--- config.mk ---
export PLATFORM = sky130hd
export DESIGN_NAME = periph_ctrl
export DESIGN_NICKNAME = d
export VERILOG_FILES = /design/src/rtl/periph_pkg.sv /design/src/rtl/periph_ctrl_switch_debouncer.sv /design/src/rtl/periph_ctrl.sv
export SDC_FILE = /design/constraint.sdc
export NUM_CORES = 1
export LEC_CHECK = 0
export CAP_MARGIN = 5
export CORE_ASPECT_RATIO = 1.25
export CORE_MARGIN = 2
export CORE_UTILIZATION = 51
export CTS_BUF_LIST = sky130_fd_sc_hd__clkbuf_16
export DETAILED_ROUTE_END_ITERATION = 8
export DONT_BUFFER_PORTS = 1
export HOLD_SLACK_MARGIN = 0.15
export PLACE_DENSITY_LB_ADDON = 0.05
export SLEW_MARGIN = 20
export SYNTH_ARGS = -nofsm -noshare
export SYNTH_HDL_FRONTEND = slang
export SYNTH_HIERARCHICAL = 1
export SYNTH_SLANG_ARGS = --single-unit
--- constraint.sdc ---
create_clock -name clk -period 4.07 [get_ports clk]
set_clock_uncertainty 0.05 [all_clocks]
set_input_delay 0.2035 -clock clk [delete_from_list [all_inputs] [get_ports clk]]
set_output_delay 0.2035 -clock clk [all_outputs]
set_load 0.01 [all_outputs]
--- src/rtl/periph_pkg.sv ---
// Shared constants and types for the memory-mapped I/O controller.
package periph_pkg;

  localparam logic [7:0] OFF_LEDS    = 8'h00;
  localparam logic [7:0] OFF_SW      = 8'h04;
  localparam logic [7:0] OFF_SW_EDGE = 8'h08;
  localparam logic [7:0] OFF_CTRL    = 8'h0C;
  localparam logic [7:0] OFF_LOAD    = 8'h10;
  localparam logic [7:0] OFF_COUNT   = 8'h14;
  localparam logic [7:0] OFF_STATUS  = 8'h18;

  localparam int unsigned CTRL_EN  = 0;
  localparam int unsigned CTRL_AR  = 1;
  localparam int unsigned CTRL_IRQ = 2;
  localparam int unsigned CTRL_W   = 3;

  // Field order matches the CTRL bit indices above (en is bit 0).
  typedef struct packed {
    logic irq_en;
    logic auto_reload;
    logic en;
  } ctrl_t;

endpackage

--- src/rtl/periph_ctrl_switch_debouncer.sv ---
// Two-flop synchronizer plus sampled debounce; a bit is accepted once stable over two ticks.
module switch_debouncer #(
  parameter int unsigned N_SW       = 10,
  parameter int unsigned DEB_CYCLES = 16
) (
  input  logic            clk,
  input  logic            reset,
  input  logic [N_SW-1:0] i_sw,
  output logic [N_SW-1:0] o_sw,
  output logic [N_SW-1:0] o_rise_c
);
  import periph_pkg::*;

  localparam int unsigned PW = (DEB_CYCLES > 1) ? $clog2(DEB_CYCLES) : 1;

  logic [N_SW-1:0] r_sync1;
  logic [N_SW-1:0] r_sync2;
  logic [N_SW-1:0] r_prev;
  logic [N_SW-1:0] r_sw;
  logic [PW-1:0]   r_presc;
  logic            w_tick;
  logic [N_SW-1:0] w_stable;
  logic [N_SW-1:0] w_sw_nxt;

  assign w_tick   = (r_presc == PW'(DEB_CYCLES - 1));
  assign w_stable = ~(r_sync2 ^ r_prev);
  assign w_sw_nxt = w_tick ? ((r_sync2 & w_stable) | (r_sw & ~w_stable)) : r_sw;

  // Rise is flagged combinationally so the edge register sets on the same edge SW changes.
  assign o_rise_c = w_sw_nxt & ~r_sw;
  assign o_sw     = r_sw;

  always_ff @(posedge clk) begin
    if (reset) begin
      r_sync1 <= '0;
      r_sync2 <= '0;
      r_prev  <= '0;
      r_sw    <= '0;
      r_presc <= '0;
    end else begin
      r_sync1 <= i_sw;
      r_sync2 <= r_sync1;
      r_sw    <= w_sw_nxt;
      r_presc <= w_tick ? '0 : r_presc + PW'(1);
      if (w_tick) r_prev <= r_sync2;
    end
  end

endmodule

--- src/rtl/periph_ctrl.sv ---
// I/O page decoder with LED register, debounced switches with edge capture, and a down-counter timer.
module periph_ctrl #(
  parameter logic [31:0] IO_BASE    = 32'hC000_0000,
  parameter int unsigned N_SW       = 10,
  parameter int unsigned N_LED      = 10,
  parameter int unsigned DEB_CYCLES = 16,
  parameter int unsigned TIMER_W    = 32
) (
  input  logic             clk,
  input  logic             reset,
  input  logic             MemWrite,
  input  logic [31:0]      DataAdr,
  input  logic [31:0]      WriteData,
  output logic [31:0]      io_rdata,
  output logic             io_sel,
  output logic             dmem_we,
  input  logic [N_SW-1:0]  switches,
  output logic [N_LED-1:0] leds,
  output logic             irq
);
  import periph_pkg::*;

  logic [N_LED-1:0]   r_leds;
  logic [N_SW-1:0]    r_sw_edge;
  ctrl_t              r_ctrl;
  logic [TIMER_W-1:0] r_load;
  logic [TIMER_W-1:0] r_count;
  logic               r_expired;
  logic               r_irq;

  logic               w_we;
  logic [7:0]         w_off;
  logic [N_SW-1:0]    w_sw;
  logic [N_SW-1:0]    w_sw_rise;
  logic [N_SW-1:0]    w_edge_clr;
  logic               w_exp_set;
  logic               w_exp_clr;
  ctrl_t              w_ctrl_nxt;
  logic [TIMER_W-1:0] w_load_nxt;
  logic [TIMER_W-1:0] w_count_nxt;
  logic               w_unused;

  assign io_sel   = (DataAdr[31:8] == IO_BASE[31:8]);
  assign dmem_we  = MemWrite & ~io_sel;
  assign w_we     = MemWrite & io_sel;
  assign w_off    = {DataAdr[7:2], 2'b00};
  assign w_unused = ^DataAdr[1:0];
  assign leds     = r_leds;
  assign irq      = r_irq;

  switch_debouncer #(
    .N_SW       (N_SW),
    .DEB_CYCLES (DEB_CYCLES)
  ) u_deb (
    .clk      (clk),
    .reset    (reset),
    .i_sw     (switches),
    .o_sw     (w_sw),
    .o_rise_c (w_sw_rise)
  );

  assign w_edge_clr = (w_we && w_off == OFF_SW_EDGE) ? WriteData[N_SW-1:0] : '0;
  assign w_exp_clr  = w_we && (w_off == OFF_STATUS) && WriteData[0];

  // Timer next state: count/reload/auto-clear first, then software writes take precedence.
  always_comb begin
    w_ctrl_nxt  = r_ctrl;
    w_load_nxt  = r_load;
    w_count_nxt = r_count;
    w_exp_set   = 1'b0;
    if (r_ctrl.en) begin
      if (r_count != '0) begin
        w_count_nxt = r_count - TIMER_W'(1);
      end else begin
        w_exp_set = 1'b1;
        if (r_ctrl.auto_reload) w_count_nxt = r_load;
        else                    w_ctrl_nxt.en = 1'b0;
      end
    end
    if (w_we && w_off == OFF_CTRL) begin
      w_ctrl_nxt.en          = WriteData[CTRL_EN];
      w_ctrl_nxt.auto_reload = WriteData[CTRL_AR];
      w_ctrl_nxt.irq_en      = WriteData[CTRL_IRQ];
    end
    if (w_we && w_off == OFF_LOAD) begin
      w_load_nxt  = WriteData[TIMER_W-1:0];
      w_count_nxt = WriteData[TIMER_W-1:0];
    end
  end

  always_ff @(posedge clk) begin
    if (reset) begin
      r_leds    <= '0;
      r_sw_edge <= '0;
      r_ctrl    <= '0;
      r_load    <= '0;
      r_count   <= '0;
      r_expired <= 1'b0;
      r_irq     <= 1'b0;
    end else begin
      if (w_we && w_off == OFF_LEDS) r_leds <= WriteData[N_LED-1:0];
      r_sw_edge <= w_sw_rise | (r_sw_edge & ~w_edge_clr);
      r_ctrl    <= w_ctrl_nxt;
      r_load    <= w_load_nxt;
      r_count   <= w_count_nxt;
      r_expired <= w_exp_set | (r_expired & ~w_exp_clr);
      r_irq     <= r_expired & r_ctrl.irq_en;
    end
  end

  // Read mux over registered state; unmapped offsets read zero.
  always_comb begin
    io_rdata = '0;
    case (w_off)
      OFF_LEDS:    io_rdata = 32'(r_leds);
      OFF_SW:      io_rdata = 32'(w_sw);
      OFF_SW_EDGE: io_rdata = 32'(r_sw_edge);
      OFF_CTRL:    io_rdata = 32'(r_ctrl);
      OFF_LOAD:    io_rdata = 32'(r_load);
      OFF_COUNT:   io_rdata = 32'(r_count);
      OFF_STATUS:  io_rdata = 32'(r_expired);
      default:     io_rdata = '0;
    endcase
  end

endmodule

==> impl_metrics.prom, run 1 <==
# TYPE chip_impl_metric gauge
chip_impl_metric{name="post-place-cells",unit=""} 980
chip_impl_metric{name="cts.path.max_buffers",unit=""} 2
chip_impl_metric{name="gr-total-overflow",unit=""} 0
chip_impl_metric{name="routed_wl",unit="um"} 20630
chip_impl_metric{name="ctsHtreeMaxLevel",unit=""} 4
chip_impl_metric{name="largest_net_degree_at_the_start_of_global_routing",unit=""} 118
chip_impl_metric{name="power.ir.vdd_worst",unit="mV"} 0.3763
chip_impl_metric{name="first_global_vias",unit=""} 6350
chip_impl_metric{name="global_route.usage.total",unit="%"} 29.35
chip_impl_info{name="status",value="completed"} 1
chip_impl_metric{name="number_of_synthesized_flops_with_an_enable_pin",unit=""} 0
chip_impl_metric{name="syn-cell-area",unit="mm2"} 0.006694
chip_impl_info{name="grt_setup_unrepaired",value="false"} 1
chip_impl_metric{name="final_critical_path_setup_slack",unit="ns"} 1.184
chip_impl_metric{name="cts_inserted_buffers",unit=""} 17
chip_impl_metric{name="worst_slew_margin_rel",unit="%"} 26.29
chip_impl_info{name="min-delay-path-class",value="in -> reg"} 1
chip_impl_metric{name="cts.reportedPaths.clkPinSlew",unit="ns"} 0.06
chip_impl_metric{name="vias",unit=""} 6650
chip_impl_metric{name="cellPowerDensity",unit="mW/mm2"} 374.2
chip_impl_metric{name="crit_required",unit="ns"} 4.33
chip_impl_info{name="setup.worst_path.start_class",value="register"} 1
chip_impl_metric{name="area_delta_synth_final",unit="%"} 16.86
chip_impl_metric{name="routed_wire_length_per_instance",unit="um"} 19.48
chip_impl_info{name="synthFlopType",value="dfxtp_1"} 1
chip_impl_info{name="worst_setup_path_end_kind",value="register"} 1
chip_impl_metric{name="multi_input_area",unit="mm2"} 0.003754
chip_impl_info{name="final_common_cell",value="nand2_1"} 1
chip_impl_metric{name="synth-async-reset-ratio",unit="%"} 0
chip_impl_metric{name="syn-num-nets",unit=""} 942
chip_impl_info{name="timing_worst_setup_path_type",value="reg -> reg"} 1
chip_impl_metric{name="fp.dieH",unit="um"} 132.1
chip_impl_metric{name="seq_area_frac_synth",unit="%"} 39.78
chip_impl_metric{name="layoutNonFillerInstCount",unit=""} 1059
chip_impl_metric{name="count_of_state_elements_after_synthesis",unit=""} 133
chip_impl_metric{name="dp_slack",unit="ns"} 1.212
chip_impl_metric{name="final_net_count",unit=""} 958
chip_impl_metric{name="path_max_fanout",unit=""} 18
chip_impl_metric{name="fraction_of_layout_instances_using_a_drive_strength_above_1",unit="%"} 6.958
chip_impl_metric{name="drt_iter0_drc",unit=""} 501
chip_impl_metric{name="gp_congestion",unit=""} 0.9255
chip_impl_metric{name="min_period_over_period",unit="%"} 70.92
chip_impl_metric{name="place_hpwl",unit="um"} 13590
chip_impl_metric{name="core_area",unit="mm2"} 0.01278
chip_impl_metric{name="placementRows",unit=""} 46
chip_impl_metric{name="cell_variety_after_synth",unit=""} 68
chip_impl_metric{name="totalPowerFinal",unit="mW"} 2.927
chip_impl_metric{name="insertion_delay",unit="ns"} 0.42
chip_impl_info{name="mostFrequentLayoutCells",value="167 x nand2_1, 133 x dfxtp_1, 84 x a21oi_1, 61 x nor2_1, 46 x dlygate4sd3_1"} 1
chip_impl_metric{name="fillerInstances",unit=""} 1162
chip_impl_metric{name="yosysWarnings",unit=""} 6
chip_impl_info{name="clock_tree.root_cell",value="clkbuf_16"} 1
chip_impl_metric{name="ant_nets",unit=""} 0
chip_impl_metric{name="grt_pass1_wl",unit="um"} 32750
chip_impl_metric{name="remaining_drc_errors",unit=""} 0
chip_impl_metric{name="maxClockFrequency",unit="MHz"} 346.5
chip_impl_metric{name="p_leak",unit="nW"} 2.838
chip_impl_metric{name="slew_viol_final",unit=""} 0
chip_impl_metric{name="start_util",unit="%"} 52.39
chip_impl_metric{name="min_clock_period_post_route",unit="ns"} 2.886
chip_impl_metric{name="syn-mean-instance-area",unit="um2"} 7.766
chip_impl_info{name="clock_tree_from_tritoncts",value="yes"} 1
chip_impl_metric{name="cts.sinks",unit=""} 133
chip_impl_metric{name="setup_viol",unit=""} 0
chip_impl_metric{name="drt_first_pass_iters",unit=""} 7
chip_impl_metric{name="post_drt_via_cell_ratio",unit=""} 6.280
chip_impl_metric{name="die-area",unit="mm2"} 0.01406
chip_impl_metric{name="place.port_buffers",unit=""} 0
chip_impl_metric{name="post-cts-setup-buffers",unit=""} 0
chip_impl_metric{name="maxCapViolations",unit=""} 0
chip_impl_metric{name="final-hold-violation-count",unit=""} 0
chip_impl_metric{name="sequential_cell_area",unit="mm2"} 0.002663
chip_impl_metric{name="io_pins",unit=""} 122
chip_impl_metric{name="worst-slew-pin-transition",unit="ns"} 1.096
chip_impl_metric{name="number_of_antenna_violations_at_the_first_check_in_global_routing",unit=""} 0
chip_impl_metric{name="worstPathArrival",unit="ns"} 3.15
chip_impl_metric{name="final.setup.tns",unit="ns"} 0
chip_impl_metric{name="die_width",unit="um"} 106.5
chip_impl_metric{name="antenna-diode-count",unit=""} 0
chip_impl_metric{name="postSynthCellCount",unit=""} 862
sequential cells by signal, indices dropped and copies added, names as in the netlist, 3 cells and up:
name and cells:
u_deb/r_sync2 10, r_sw_edge 10, u_deb/r_sync1 10, u_deb/r_prev 10, r_ctrl 3, r_load 32, u_deb/o_sw 10, r_count 32
u_deb/r_presc 4, leds 10
cells by family after synthesis:
family	share of synthesized area [%]
AO/OA/AOI/OAI	23.31
buffers and inverters	4.355
flip-flops	39.78
multiplexers	2.579
XOR/XNOR	1.177
AND/OR/NAND/NOR	28.24
adder cells (fa/ha/maj)	0.5608
synthesized netlist by cell type, types with 3 or more instances:
master     number  area [um2]
nand2_1       167       626.9
dfxtp_1       133        2663
a21oi_1        84       420.4
nor2_1         61       229.0
clkbuf_1       46       172.7
nand3_1        39       195.2
o21ai_0        32       160.2
a22o_1         26       227.7
nor3_1         26       130.1
nor2b_1        22       137.6
nor4_1         21       131.4
a22oi_1        16       120.1
mux2i_1        15       150.1
nand4_1        12       75.07
buf_2          11       55.05
a41o_1         10       100.1
and3_1         10       62.56
o21ai_1        10       50.05
o211ai_1        9       67.56
inv_1           8       30.03
a31oi_1         7       43.79
a211o_1         6       52.55
or3_1           5       31.28
xor2_1          5       43.79
a211oi_1        4       30.03
a32oi_1         4       35.03
and2_1          4       25.02
and4_1          4       35.03
xnor2_1         4       35.03
a2bb2oi_1       3       26.28
buf_1           3       11.26
buf_4           3       22.52
ha_1            3       37.54
nor3b_1         3       22.52
or4_1           3       22.52
stage by stage:
| stage | cell area [um2] | hold slack, ns | utilization [%] |
|---|---|---|---|
| 2_1_floorplan | 6694 | 0.2607 | - |
| 3_3_place_gp | 6749 | 0.2326 | 52.82 |
| 3_5_place_dp | 6749 | 0.2309 | 52.82 |
| 4_1_cts | 7818 | 0.1609 | 61.18 |
| 5_1_grt | 7823 | 0.1876 | 61.22 |
| 6_report | 7823 | 0.1491 | 61.22 |
report_power, final:
part | switching, mW | leakage (nW) | internal, mW
clock network | 0.598 | 0.281 | 0.903
registers | 0.00643 | 1.08 | 1.31
logic | 0.0570 | 1.48 | 0.0490
cell type report:
class	count	area share [%]
Inverter	8	0.3839
Multi-Input combinational cell	658	47.98
Clock buffer	17	5.438
Tap cell	168	2.687
Sequential cell	133	34.04
Timing Repair Buffer	60	7.486
Clock inverter	15	1.983
worst max-delay path, stage by stage, from the launching register on:
cell,delay [ns]
dfxtp_1,0.37
or4_1,0.70
nor3_2,0.31
nand4_2,0.25
and2_1,0.51
o221a_2,0.40
a22o_1,0.17
metal layers:
layer  up-vias  share of wire [%]  track usage, %
met2       255                 50           50.00
met5         -                  0               0
met1      3160                 40           34.54
met3        72                5.6           5.487
met4         0                3.7           16.16
li1       3163                  -               -
worst paths after layout:
check                                                 start                          end  slack (ns)  depth (start not counted)
worst max-delay path               r_count[14]$_SDFFE_PP0P_     r_count[26]$_SDFFE_PP0P_        1.18                          6
worst min-delay path                                  reset      r_sw_edge[1]$_SDFF_PP0_        0.15                          2
worst max register to register     r_count[14]$_SDFFE_PP0P_     r_count[26]$_SDFFE_PP0P_        1.18                          6
worst min register to register  u_deb/r_sync1[4]$_SDFF_PP0_  u_deb/r_sync2[4]$_SDFF_PP0_        0.39                          1
what timing repair did:
action,4_1_cts,5_1_grt
endpoints found under the hold margin,133,0
resized for setup,0,0
hold buffers,47,0
Power figures use the tool's default switching activity.
==> inputs of run 2 (changes only) <==
==> constraint.sdc (replaced) <==
create_clock -name clk -period 2.3 [get_ports clk]
set_clock_uncertainty 0.05 [all_clocks]
set_input_delay 0.115 -clock clk [delete_from_list [all_inputs] [get_ports clk]]
set_output_delay 0.115 -clock clk [all_outputs]
set_load 0.01 [all_outputs]
==> run 2 against run 1 <==
  * Via count is 7.7% higher
  * Core utilization increased by 9.3 points
  * Combinational power rose by 91%
  * Non-clock buffer count up 118
  * Critical path depth rose by 2
  * Design area increased by 15%
  * Total power up 85%
  * Clock power is 92% higher
  * Sequential power increased by 77%
==> impl_metrics.prom, run 2 (same netlist as run 1, synthesis figures left out) <==
# TYPE chip_impl_metric gauge
chip_impl_info{name="status",value="completed"} 1
chip_impl_metric{name="place.port_buffers",unit=""} 0
chip_impl_metric{name="core_area",unit="mm2"} 0.01278
chip_impl_info{name="r2r-start",value="r_count[14]$_SDFFE_PP0P_"} 1
chip_impl_info{name="clock_tree.root_cell",value="clkbuf_16"} 1
chip_impl_metric{name="fp.dieH",unit="um"} 132.1
chip_impl_metric{name="hold_ws",unit="ns"} 0.2020
chip_impl_metric{name="dp_slack",unit="ns"} -0.07683
chip_impl_metric{name="power.ir.vdd_worst",unit="mV"} 0.5270
chip_impl_metric{name="ctsHtreeMaxLevel",unit=""} 4
chip_impl_metric{name="cts.sinks",unit=""} 133
chip_impl_metric{name="antenna-diode-count",unit=""} 0
chip_impl_metric{name="start_util",unit="%"} 52.39
chip_impl_metric{name="final_net_count",unit=""} 1076
chip_impl_metric{name="crit_required",unit="ns"} 2.61
chip_impl_metric{name="worst-slew-pin-transition",unit="ns"} 0.6718
chip_impl_metric{name="remaining_drc_errors",unit=""} 0
chip_impl_metric{name="logic_depth_of_the_worst_register_to_register_path",unit=""} 8
chip_impl_info{name="critical_path.startpoint",value="r_count[14]$_SDFFE_PP0P_"} 1
chip_impl_metric{name="grt_pass1_wl",unit="um"} 36720
chip_impl_info{name="timing_worst_setup_path_type",value="reg -> reg"} 1
chip_impl_metric{name="cellPowerDensity",unit="mW/mm2"} 601.2
chip_impl_metric{name="number_of_antenna_violations_at_the_first_check_in_global_routing",unit=""} 0
chip_impl_metric{name="path_max_fanout",unit=""} 4
chip_impl_info{name="worst_setup_path_end_kind",value="register"} 1
chip_impl_metric{name="sequential_cell_area",unit="mm2"} 0.002663
chip_impl_metric{name="worst_slew_margin_rel",unit="%"} 55.05
chip_impl_info{name="critical_path.reg2reg.endpoint",value="r_count[30]$_SDFFE_PP0P_"} 1
chip_impl_metric{name="drt_first_pass_iters",unit=""} 5
chip_impl_info{name="worstPathCellList",value="or4_4, buf_4, buf_4, nor4_2, buf_4, a32oi_1, a211o_1, a21oi_2"} 1
chip_impl_info{name="critical_path.slowest_cell",value="or4_4"} 1
chip_impl_metric{name="largest_net_degree_at_the_start_of_global_routing",unit=""} 79
chip_impl_metric{name="cts_inserted_buffers",unit=""} 17
chip_impl_metric{name="routed_wl",unit="um"} 23070
chip_impl_metric{name="first_global_vias",unit=""} 7049
chip_impl_metric{name="fraction_of_layout_instances_using_a_drive_strength_above_1",unit="%"} 16.15
chip_impl_metric{name="die_width",unit="um"} 106.5
chip_impl_metric{name="global_route.usage.total",unit="%"} 32.98
chip_impl_metric{name="multi_input_area",unit="mm2"} 0.003889
chip_impl_info{name="registers_with_the_highest_flip_flop_counts",value="r_count: 32 flops, r_load: 32 flops"} 1
chip_impl_metric{name="final_util",unit="%"} 70.52
chip_impl_metric{name="cts.reportedPaths.clkPinSlew",unit="ns"} 0.06
chip_impl_metric{name="worst_path_largest_cell_delay",unit="ns"} 0.55
chip_impl_metric{name="gp_congestion",unit=""} 0.9508
chip_impl_metric{name="worstPathArrival",unit="ns"} 2.58
chip_impl_metric{name="worst-r2r-setup-slack",unit="ns"} 0.03
chip_impl_info{name="setup.worst_path.start_class",value="register"} 1
chip_impl_metric{name="slew_viol_final",unit=""} 0
chip_impl_metric{name="p_leak",unit="nW"} 3.580
chip_impl_metric{name="io_pins",unit=""} 122
chip_impl_metric{name="area_delta_synth_final",unit="%"} 34.62
chip_impl_metric{name="die-area",unit="mm2"} 0.01406
chip_impl_info{name="min-delay-path-class",value="in -> reg"} 1
chip_impl_metric{name="insertion_delay",unit="ns"} 0.42
chip_impl_metric{name="post_drt_via_cell_ratio",unit=""} 6.086
chip_impl_metric{name="routed_wire_length_per_instance",unit="um"} 19.60
chip_impl_metric{name="fillerInstances",unit=""} 1043
chip_impl_info{name="cpMostUsedCell",value="buf_4"} 1
chip_impl_metric{name="final_critical_path_setup_slack",unit="ns"} 0.02840
chip_impl_metric{name="place_hpwl",unit="um"} 15720
chip_impl_info{name="cp_capture_point",value="r_count[30]$_SDFFE_PP0P_"} 1
chip_impl_metric{name="drt_iter0_drc",unit=""} 546
chip_impl_metric{name="cts.path.max_buffers",unit=""} 2
chip_impl_info{name="grt_setup_unrepaired",value="true"} 1
chip_impl_info{name="final_common_cell",value="nand2_1"} 1
chip_impl_metric{name="final-hold-violation-count",unit=""} 0
chip_impl_metric{name="maxCapViolations",unit=""} 0
chip_impl_metric{name="totalPowerFinal",unit="mW"} 5.418
chip_impl_info{name="mostFrequentLayoutCells",value="166 x nand2_1, 133 x dfxtp_1, 90 x buf_4, 83 x a21oi_1, 81 x dlygate4sd3_1"} 1
chip_impl_metric{name="placementRows",unit=""} 46
chip_impl_metric{name="gr-total-overflow",unit=""} 0
chip_impl_metric{name="vias",unit=""} 7163
chip_impl_metric{name="maxClockFrequency",unit="MHz"} 440.2
chip_impl_metric{name="setup_viol",unit=""} 0
chip_impl_info{name="clock_tree_from_tritoncts",value="yes"} 1
chip_impl_metric{name="min_period_over_period",unit="%"} 98.77
chip_impl_metric{name="ant_nets",unit=""} 0
chip_impl_metric{name="min_clock_period_post_route",unit="ns"} 2.272
## run 2: per-layer routing
metal | global-route usage, % | wire length (um)
met1 | 37.34 | 8944
met2 | 59.05 | 12010
met3 | 6.031 | 1184
met4 | 16.02 | 938
met5 | 0 | 0
## run 2: critical path: cells and delay by family (launching register included)
family,cells,cell delay [ns]
flops,1,0.31
simple gates,2,0.78
buf+inv,3,0.51
compound gates,3,0.56
## run 2: worst min path at each step
| stage | startpoint | end | slack, ns | cells past startpoint |
|---|---|---|---|---|
| after floorplan | WriteData[10] | r_count[10]$_SDFFE_PP0P_ | 0.17 | 2 |
| after global routing | DataAdr[29] | r_load[17]$_SDFFE_PP0P_ | 0.21 | 6 |
| after global placement | reset | u_deb/o_sw[3]$_SDFF_PP0_ | 0.14 | 1 |
| after detailed placement | reset | r_count[6]$_SDFFE_PP0P_ | 0.14 | 1 |
| after CTS | DataAdr[29] | r_load[17]$_SDFFE_PP0P_ | 0.18 | 6 |
| final | MemWrite | r_sw_edge[0]$_SDFF_PP0_ | 0.20 | 4 |
## run 2: area by class of cell
class,count,area share (%)
clock buffer,17,4.721
clock inverter,15,2.263
inverter,8,0.3332
multi-input combinational,658,43.15
sequential,133,29.55
tap,168,2.333
timing repair buffer,178,17.65
## run 2: metrics by stage
stage / cells / cell area, um2 / setup TNS, ns
detailed placement: 1054 / 7330 / -0.4105
finish: 1177 / 9011 / 0
global route: 1177 / 9011 / -0.1669
CTS: 1172 / 8859 / -0.01443
global placement: 1054 / 7330 / -0.1708
floorplan: 862 / 6710 / -0.01226
## run 2: timing repair
item / 4_1_cts / 5_1_grt
endpoints found under the setup margin: 15 / 38
pin swaps: 5 / 15
resized for setup: 9 / 26
hold endpoints to repair: 133 / 0
hold buffers: 82 / 0
setup buffers: 4 / 6
## run 2: report_power, final
part           switching, mW  leakage [nW]  internal (mW)  total (mW)
Sequential            0.0106          1.08           2.32        2.34
Combinational         0.0993          2.20          0.102       0.202
Clock                   1.06         0.301           1.82        2.88
Total                   1.17          3.58           4.25        5.42
==> inputs of run 3 (changes only) <==
--- a/config.mk
+++ b/config.mk
@@ -12,6 +12,7 @@
 export CTS_BUF_LIST = sky130_fd_sc_hd__clkbuf_16
 export DETAILED_ROUTE_END_ITERATION = 8
 export DONT_BUFFER_PORTS = 1
+export GPL_TIMING_DRIVEN = 0
 export HOLD_SLACK_MARGIN = 0.15
 export PLACE_DENSITY_LB_ADDON = 0.05
 export SLEW_MARGIN = 20
==> constraint.sdc (replaced) <==
create_clock -name clk -period 2.3 [get_ports clk]
set_clock_uncertainty 0.05 [all_clocks]
set_input_delay 0.23 -clock clk [delete_from_list [all_inputs] [get_ports clk]]
set_output_delay 0.23 -clock clk [all_outputs]
set_load 0.01 [all_outputs]
==> run 3 against run 2 <==
  * The flow now finishes with violations (setup timing)
  * Critical path depth up 1
  * Setup slack got worse by 0.11 ns
  * Register-to-register slack got worse by 0.11 ns
  * Sequential share of layout area grew 0.98 points
  * Critical endpoint is now r_count[7]$_SDFFE_PP0P_
  * Largest cell class unchanged
  * Largest power group unchanged
  * Highest routed layer unchanged
==> impl_metrics.prom, run 3 (same netlist as run 1, synthesis figures left out) <==
# TYPE chip_impl_metric gauge
chip_impl_info{name="status",value="complete, but fails checks"} 1
chip_impl_info{name="failed_checks",value="setup timing"} 1
chip_impl_metric{name="p_leak",unit="nW"} 3.310
chip_impl_metric{name="cts_inserted_buffers",unit=""} 17
chip_impl_metric{name="cts.sinks",unit=""} 133
chip_impl_metric{name="worstPathArrival",unit="ns"} 2.64
chip_impl_metric{name="gp_congestion",unit=""} 0.9614
chip_impl_metric{name="worst-slew-pin-transition",unit="ns"} 1.093
chip_impl_metric{name="worst-r2r-setup-slack",unit="ns"} -0.08
chip_impl_info{name="critical_path_s_top_delay_family",value="simple AND/OR/NAND/NOR gates"} 1
chip_impl_metric{name="fillerInstances",unit=""} 1084
chip_impl_metric{name="routed_wl",unit="um"} 25330
chip_impl_metric{name="setup_viol",unit=""} 14
chip_impl_metric{name="final_critical_path_setup_slack",unit="ns"} -0.07898
chip_impl_metric{name="final_net_count",unit=""} 1036
chip_impl_metric{name="cts.path.max_buffers",unit=""} 2
chip_impl_info{name="hold_path_startpoint",value="DataAdr[6]"} 1
chip_impl_metric{name="area_delta_synth_final",unit="%"} 31.57
chip_impl_info{name="min-delay-path-class",value="in -> reg"} 1
chip_impl_metric{name="gr-total-overflow",unit=""} 0
chip_impl_info{name="worst_setup_path_end_kind",value="register"} 1
chip_impl_metric{name="path_max_fanout",unit=""} 7
chip_impl_metric{name="first_global_vias",unit=""} 7021
chip_impl_metric{name="crit_buf_inv",unit=""} 3
chip_impl_metric{name="insertion_delay",unit="ns"} 0.42
chip_impl_metric{name="maxClockFrequency",unit="MHz"} 420.3
chip_impl_info{name="cpMostUsedCell",value="buf_6"} 1
chip_impl_metric{name="final.setup.tns",unit="ns"} -0.4749
chip_impl_metric{name="largest_net_degree_at_the_start_of_global_routing",unit=""} 17
chip_impl_metric{name="routed_wire_length_per_instance",unit="um"} 22.28
chip_impl_metric{name="grt_pass1_wl",unit="um"} 37900
chip_impl_metric{name="timing.hold.worst_path_depth",unit=""} 5
chip_impl_metric{name="fp.dieH",unit="um"} 132.1
chip_impl_info{name="whs_endpoint",value="r_ctrl[2]$_SDFFE_PP0P_"} 1
chip_impl_metric{name="dp_slack",unit="ns"} -0.7131
chip_impl_info{name="r2r-start",value="r_count[14]$_SDFFE_PP0P_"} 1
chip_impl_info{name="setup.worst_path.start_class",value="register"} 1
chip_impl_metric{name="drt_iter0_drc",unit=""} 712
chip_impl_metric{name="hold_ws",unit="ns"} 0.2451
chip_impl_metric{name="core_area",unit="mm2"} 0.01278
chip_impl_metric{name="placementRows",unit=""} 46
chip_impl_metric{name="post_drt_via_cell_ratio",unit=""} 6.381
chip_impl_metric{name="global_route.usage.total",unit="%"} 34.93
chip_impl_metric{name="worst_slew_margin_rel",unit="%"} 26.46
chip_impl_metric{name="cellPowerDensity",unit="mW/mm2"} 608.9
chip_impl_metric{name="final-hold-violation-count",unit=""} 0
chip_impl_info{name="critical_path.slowest_cell",value="or4_4"} 1
chip_impl_metric{name="die-area",unit="mm2"} 0.01406
chip_impl_info{name="worstPathCellList",value="or4_4, buf_6, nor3_4, buf_4, nand4_1, buf_6, o211ai_1, a21oi_1, a22o_1"} 1
chip_impl_metric{name="slew_viol_final",unit=""} 0
chip_impl_metric{name="cts.reportedPaths.clkPinSlew",unit="ns"} 0.06
chip_impl_info{name="final_common_cell",value="nand2_1"} 1
chip_impl_metric{name="antenna-diode-count",unit=""} 0
chip_impl_info{name="critical_path.reg2reg.endpoint",value="r_count[7]$_SDFFE_PP0P_"} 1
chip_impl_metric{name="place.port_buffers",unit=""} 0
chip_impl_info{name="grt_setup_unrepaired",value="true"} 1
chip_impl_metric{name="worst_path_largest_cell_delay",unit="ns"} 0.61
chip_impl_metric{name="crit_required",unit="ns"} 2.56
chip_impl_metric{name="start_util",unit="%"} 52.39
chip_impl_metric{name="place_hpwl",unit="um"} 17580
chip_impl_metric{name="io_pins",unit=""} 122
chip_impl_info{name="mostFrequentLayoutCells",value="165 x nand2_1, 122 x dfxtp_1, 81 x a21oi_1, 55 x nor2_1, 47 x dlygate4sd3_1"} 1
chip_impl_metric{name="logic_depth_of_the_worst_register_to_register_path",unit=""} 9
chip_impl_metric{name="die_width",unit="um"} 106.5
chip_impl_metric{name="totalPowerFinal",unit="mW"} 5.363
chip_impl_metric{name="min_period_over_period",unit="%"} 103.4
chip_impl_metric{name="remaining_drc_errors",unit=""} 0
chip_impl_info{name="registers_with_the_highest_flip_flop_counts",value="r_count: 32 flops, r_load: 32 flops"} 1
chip_impl_info{name="timing_worst_setup_path_type",value="reg -> reg"} 1
chip_impl_metric{name="ctsHtreeMaxLevel",unit=""} 4
chip_impl_metric{name="fraction_of_layout_instances_using_a_drive_strength_above_1",unit="%"} 18.58
chip_impl_metric{name="number_of_antenna_violations_at_the_first_check_in_global_routing",unit=""} 0
chip_impl_metric{name="sequential_cell_area",unit="mm2"} 0.002689
chip_impl_metric{name="ant_nets",unit=""} 0
chip_impl_metric{name="power.ir.vdd_worst",unit="mV"} 0.5216
chip_impl_info{name="clock_tree.root_cell",value="clkbuf_16"} 1
chip_impl_metric{name="vias",unit=""} 7255
chip_impl_metric{name="multi_input_area",unit="mm2"} 0.004139
chip_impl_metric{name="min_clock_period_post_route",unit="ns"} 2.379
chip_impl_metric{name="maxCapViolations",unit=""} 0
chip_impl_metric{name="drt_first_pass_iters",unit=""} 6
chip_impl_info{name="clock_tree_from_tritoncts",value="yes"} 1
[run 3: changes by cell type in the layout (fill, tap and decap cells not counted), moves of 11 or more]
cell,change
dlygate4sd3_1,-34
clkbuf_2,+11
buf_4,-58
o21ai_1,+17
dfxtp_1,-11
o21ai_0,-17
clkbuf_1,+23
[run 3: layer usage]
metal / vias to the layer above / GRT usage, % / wire length [um]
li1: 3322 / - / -
met3: 111 / 7.958 / 1910
met5: - / 0 / 0
met1: 3455 / 38.08 / 9188
met2: 367 / 61.25 / 12820
met4: 0 / 20.71 / 1417
[run 3: tightest hold or removal path, stage by stage]
cell and delay, ns:
nor4_2 0.04, nand3_1 0.08, nor4_1 0.11, mux2i_1 0.14, nor2_1 0.07
[run 3: cell type report]
class	instances	area share, %
Buffer	54	3.495
Clock buffer	17	4.830
Clock inverter	15	2.032
Inverter	8	0.3694
Multi-Input combinational cell	658	47.00
Sequential cell	133	30.53
Tap cell	168	2.387
Timing Repair Buffer	84	9.362
[run 3: worst max-delay path by stage]
stage	from	to	slack, ns	depth (start not counted)
6_report	r_count[14]$_SDFFE_PP0P_	r_count[7]$_SDFFE_PP0P_	-0.08	9
5_1_grt	r_count[14]$_SDFFE_PP0P_	r_count[7]$_SDFFE_PP0P_	-0.12	9
3_5_place_dp	r_count[24]$_SDFFE_PP0P_	r_count[20]$_SDFFE_PP0P_	-0.71	10
2_1_floorplan	r_count[14]$_SDFFE_PP0P_	r_count[20]$_SDFFE_PP0P_	-0.008	9
4_1_cts	r_count[17]$_SDFFE_PP0P_	r_count[0]$_SDFFE_PP0P_	-0.18	8
3_3_place_gp	DataAdr[5]	r_count[20]$_SDFFE_PP0P_	-1.41	7
[run 3: where the power goes]
part / leakage [nW] / total, mW / internal, mW / switching (mW)
logic: 1.93 / 0.214 / 0.0914 / 0.123
registers: 1.08 / 2.33 / 2.32 / 0.0124
clock network: 0.297 / 2.82 / 1.71 / 1.11
[run 3: timing repair]
action,CTS,global route
gates cloned,1,0
gates resized for setup,92,76
buffers inserted,25,11
endpoints found under the setup margin,81,101
hold buffers,47,0
hold endpoints to repair,101,0
pin swaps,28,29
[run 3: stage by stage]
step	instance area, um2	utilization, %	instances
after CTS	8559	66.99	1134
after global placement	6920	54.16	1030
after floorplan	6710	-	862
after global routing	8807	68.93	1137
after detailed placement	6934	54.27	1031
final	8807	68.93	1137
